**config.mk**
```make
export PLATFORM = sky130hd
export DESIGN_NAME = muldiv_unit
export DESIGN_NICKNAME = d
export VERILOG_FILES = /design/src/rtl/muldiv_unit.sv
export SDC_FILE = /design/constraint.sdc
export NUM_CORES = 1
export LEC_CHECK = 0
export CAP_MARGIN = 0
export CELL_PAD_IN_SITES_DETAIL_PLACEMENT = 1
export CELL_PAD_IN_SITES_GLOBAL_PLACEMENT = 1
export CORE_MARGIN = 1.5
export CORE_UTILIZATION = 46
export CTS_CLUSTER_DIAMETER = 80
export DETAILED_ROUTE_END_ITERATION = 12
export PLACE_DENSITY = 0.92
export SYNTH_ARGS = -nofsm -noshare
export SYNTH_HDL_FRONTEND = slang
export SYNTH_SLANG_ARGS = --single-unit
export TNS_END_PERCENT = 20
```
**constraint.sdc**
```tcl
create_clock -name clk -period 5.47 [get_ports clk]
set_clock_uncertainty 0.05 [all_clocks]
set_input_delay 1.094 -clock clk [delete_from_list [all_inputs] [get_ports clk]]
set_output_delay 1.094 -clock clk [all_outputs]
set_load 0.01 [all_outputs]
```
**src/rtl/muldiv_unit.sv**
```systemverilog
// Iterative radix-2 multiply/divide unit with HI/LO registers.
// Takes 32 CALC cycles plus one FIX cycle; abort cancels without touching HI/LO.
module muldiv_unit (
  input  logic        clk,
  input  logic        rst_n,
  input  logic        start,
  input  logic [1:0]  op,
  input  logic [31:0] op_a,
  input  logic [31:0] op_b,
  input  logic        mthi,
  input  logic        mtlo,
  input  logic [31:0] wr_data,
  input  logic        abort,
  output logic        busy,
  output logic        done,
  output logic [31:0] hi,
  output logic [31:0] lo
);

  // state | meaning
  // IDLE  | waiting for start; MTHI/MTLO allowed
  // CALC  | 32 shift-add / restoring-divide iterations
  // FIX   | sign fixup, write HI/LO, pulse done
  typedef enum logic [1:0] {S_IDLE, S_CALC, S_FIX} state_t;

  state_t      state, state_nxt;
  logic [4:0]  count;
  logic        is_div, neg_res, neg_rem, div_zero;
  logic [31:0] orig_a, mag_a, mag_b, shreg;
  logic [63:0] prod;
  logic [32:0] rem;

  logic        accept, is_signed, sign_a, sign_b;
  logic [31:0] abs_a, abs_b;
  logic [32:0] div_shift, div_sub;
  logic        div_ge;
  logic [63:0] mul_add, prod_fix;
  logic [31:0] quo_fix, rem_fix;

  assign accept    = (state == S_IDLE) && start && !abort;
  assign is_signed = ~op[0];
  assign sign_a    = is_signed & op_a[31];
  assign sign_b    = is_signed & op_b[31];
  assign abs_a     = sign_a ? (32'd0 - op_a) : op_a;
  assign abs_b     = sign_b ? (32'd0 - op_b) : op_b;

  // The quotient bits shift into shreg from the right while dividend bits leave at the top.
  assign div_shift = {rem[31:0], shreg[31]};
  assign div_ge    = (div_shift >= {1'b0, mag_b});
  assign div_sub   = div_shift - {1'b0, mag_b};
  assign mul_add   = prod + (shreg[0] ? ({32'd0, mag_a} << count) : 64'd0);

  assign prod_fix  = neg_res ? (64'd0 - prod) : prod;
  assign quo_fix   = neg_res ? (32'd0 - shreg) : shreg;
  assign rem_fix   = neg_rem ? (32'd0 - rem[31:0]) : rem[31:0];

  always_ff @(posedge clk or negedge rst_n) begin
    if (!rst_n) state <= S_IDLE;
    else        state <= state_nxt;
  end

  always_comb begin
    state_nxt = state;
    case (state)
      S_IDLE: if (accept) state_nxt = S_CALC;
      S_CALC: begin
        if (abort)               state_nxt = S_IDLE;
        else if (count == 5'd31) state_nxt = S_FIX;
      end
      S_FIX:   state_nxt = S_IDLE;
      default: state_nxt = S_IDLE;
    endcase
  end

  always_ff @(posedge clk or negedge rst_n) begin
    if (!rst_n) begin
      count <= 5'd0;
      busy  <= 1'b0;
      done  <= 1'b0;
    end else begin
      busy <= (state_nxt != S_IDLE);
      done <= (state == S_FIX) && !abort;
      if (state == S_CALC && !abort) count <= count + 5'd1;
      else                           count <= 5'd0;
    end
  end

  always_ff @(posedge clk or negedge rst_n) begin
    if (!rst_n) begin
      is_div   <= 1'b0;
      neg_res  <= 1'b0;
      neg_rem  <= 1'b0;
      div_zero <= 1'b0;
      orig_a   <= 32'd0;
      mag_a    <= 32'd0;
      mag_b    <= 32'd0;
      shreg    <= 32'd0;
      prod     <= 64'd0;
      rem      <= 33'd0;
    end else if (accept) begin
      is_div   <= op[1];
      neg_res  <= sign_a ^ sign_b;
      neg_rem  <= sign_a;
      div_zero <= op[1] && (op_b == 32'd0);
      orig_a   <= op_a;
      mag_a    <= abs_a;
      mag_b    <= abs_b;
      shreg    <= op[1] ? abs_a : abs_b;
      prod     <= 64'd0;
      rem      <= 33'd0;
    end else if (state == S_CALC && !abort) begin
      if (is_div) begin
        rem   <= div_ge ? div_sub : div_shift;
        shreg <= {shreg[30:0], div_ge};
      end else begin
        prod  <= mul_add;
        shreg <= {1'b0, shreg[31:1]};
      end
    end
  end

  always_ff @(posedge clk or negedge rst_n) begin
    if (!rst_n) begin
      hi <= 32'd0;
      lo <= 32'd0;
    end else if (state == S_FIX && !abort) begin
      if (is_div && div_zero) begin
        hi <= orig_a;
        lo <= 32'hFFFF_FFFF;
      end else if (is_div) begin
        hi <= rem_fix;
        lo <= quo_fix;
      end else begin
        hi <= prod_fix[63:32];
        lo <= prod_fix[31:0];
      end
    end else if (state == S_IDLE && !accept) begin
      if (mthi) hi <= wr_data;
      if (mtlo) lo <= wr_data;
    end
  end

endmodule

```
==> metrics.txt <==
Sw Pwr 4.10 mW; die width 236 µm; sequential share of power 0.337; Worst slew margin 0.217; placed cell area 27300 µm²; CP Class flip-flop to flip-flop; most common cell after layout, fill and taps aside nand2_1; syn_area_per_cell 7.97 µm²; Tot Pwr 9.58 mW; flops & latches, synth 300; CTS sink count 300; CTS tree built; synth warn 0; ys flop type dfrtp_1; sw frac 0.428; final wirelength 111000 µm; commonest non-fill, non-tap cells in the layout nand2_1 (514), o21ai_0 (299), dfrtp_1 (296), nor2_1 (257), xnor2_1 (193); H-tree depth 2; endpoints failing setup 0; area leader, netlist dfrtp_1; TritonRoute pass-1 iters 6; Synth Cell Area 25000 µm²; total number of vias 26400; Critical R2R Launch count[0]; worst reg2reg path depth 19; hpwl dp 84900 µm; RR Endpoint prod[60]; clock slew at the register clock pins of the worst setup and hold paths 60 ps; share of flip-flops with an asynchronous set or reset 1.00; final cycle utilization of the critical path 0.953; Period minus WS final 5210 ps; reg2reg setup slack 260 ps; HP Start mag_b[31]; Clk pwr share 0.273; Max Cap Viol 0; worst skew pair latency 600 ps; # Post-CTS Setup Buffers 0; initial antenna violation count 6; Worst EP arrival 5640 ps; Die H 236 µm; I/O pin total 170; sequential area share after synthesis 0.301; Worst-Margin Slew 1160 ps; placer congestion estimate 1.02; Util after Layout 0.531; Fill cells 6466; synth top area cells dfrtp_1 (30%), nand2_1 (7.8%), xnor2_1 (6.8%); Req. time, crit path 5900 ps; vias in the first global route 26700; CP Launch Type flip-flop; initial drt markers 2924; IO buf count 169; Final Slew Violations 0; number of synthesized flops with an enable pin 0; final setup TNS 0 ps; GR Util All Layers 0.391; CTS Buffer Depth 3; DRC viols 0; hold depth 2; Worst Hold Class flip-flop to flip-flop; CP Capture Type flip-flop; RSZ-0062 raised after global routing no; Max Fclk 192 MHz; layout cell share with drive strength beyond 1 0.0670; first-pass GRT wire length 167000 µm; WL/cell 28.3 µm; final hold violations 0; final worst setup slack 258 ps; Via-to-Cell Ratio 6.74; hold endpoint mag_b[31]; total CTS buffers 38; pin count of the biggest net entering global routing 135; post-route ant nets 0; die area 55700 µm²; Syn Inst Count 3132; Peak VDD IR 0.236 mV; final net count 3404; power per cell area 336 nW/µm²; dpl ws 164 ps; clock root buffer clkbuf_16; Combinational Power Share 0.390; top cell type's share of synthesized area 0.301; FP Rows 85; total gr overflow 0; Initial Utilization 0.465; CP Launch Point count[0]; Internal Power 5.47 mW; Netlist cell types 87; leakage power 12.2 nW; syn_nets 3340; Area Overhead vs Synth 14.3%; status finished clean; Finished Cell Area 28500 µm²; core region area 53700 µm²; crit-path max FO 23; cts hold-fix bufs 0
[state kept, by name (all words and copies together) (netlist names)]
signal / cells
hi: 32
is_div: 1
div_zero: 1
mag_b: 32
busy: 1
state: 2
mag_a: 31
lo: 32
rem: 32
neg_res: 1
neg_rem: 1
count: 5
shreg: 32
prod: 64
orig_a: 32
done: 1
[power groups by stage]
stage | Combinational, mW | Clock [mW] | Sequential, mW
floorplan | 2.35 | 0 | 2.90
global placement | 3.41 | 0 | 3.16
detailed placement | 3.59 | 0 | 3.20
CTS | 3.63 | 2.62 | 3.17
global route | 3.99 | 2.69 | 3.24
finish | 3.74 | 2.61 | 3.23
[worst max-delay path by stage]
stage                     depth (start not counted)       end  slack [ps]
after floorplan                                  19  prod[59]         730
after global placement                           17  prod[59]         330
after detailed placement                         17  prod[59]         160
after CTS                                        17  prod[59]         100
after global routing                             19  prod[60]          10
final                                            19  prod[60]         260
[through the flow]
stage / hold slack [ps] / cells
2_1_floorplan: 390 / 3132
3_3_place_gp: 409 / 3852
3_5_place_dp: 419 / 3852
4_1_cts: 432 / 3919
5_1_grt: 452 / 3920
6_report: 428 / 3922
[layout make-up]
type                       instances  area, µm²  share of cell area
timing repair buffer             224       2170              0.0761
multi-input combinational       2550      16400               0.575
clock buffer                      47       1010              0.0356
inverter                          82        308              0.0108
clock inverter                    20        229             0.00802
tap                              696        871              0.0305
sequential                       300       7520               0.263
antenna                            3       7.51            0.000263
[repair_timing]
action / in CTS / in global routing
hold endpoints to repair: 0 / 0
setup endpoints to repair: 0 / 6
resized for setup: 0 / 5
[routing by layer]
layer  GRT usage  wire, µm
met3      0.0840     11200
met2       0.603     48900
met4       0.168      5180
met1       0.529     45700
met5           0        20
[Yosys cell counts (all sizes together) (50+ instances only)]
master	number
nand2	517
o21ai	308
dfrtp	300
nor2	259
xnor2	193
a21oi	190
clkbuf	166
mux2i	145
ha	102
inv	79
xor2	66
nor3	62
a21o	53
o31ai	53
o211ai	50
[worst max-delay path: stages (launching register included)]
cell	delay (ps)
dfrtp_4	600
buf_12	230
mux2_2	390
o21ai_0	260
or2_2	220
nor2_1	50
a21oi_1	280
mux2_2	240
nor2_1	70
ha_1	420
nand2_1	150
nor3_1	360
nand2_1	110
or2_2	300
a311oi_1	410
buf_4	210
o21ai_0	110
a21boi_0	330
nor3_1	90
o31ai_1	230
[cells by family (layout without fill, tap and decap cells)]
kind of cell	count (synthesis)	after routing	synth area share
muxes	187	187	0.0856
buffers and inverters	282	373	0.0435
DFF	300	300	0.301
xor gates and xnor gates	259	259	0.0908
adders and majority gates	104	104	0.0527
and+or+nand+nor	1081	1081	0.194
AOI/OAI and AO/OA	919	919	0.233
other	0	3	0
No activity file was read; power rests on OpenSTA's default activity.
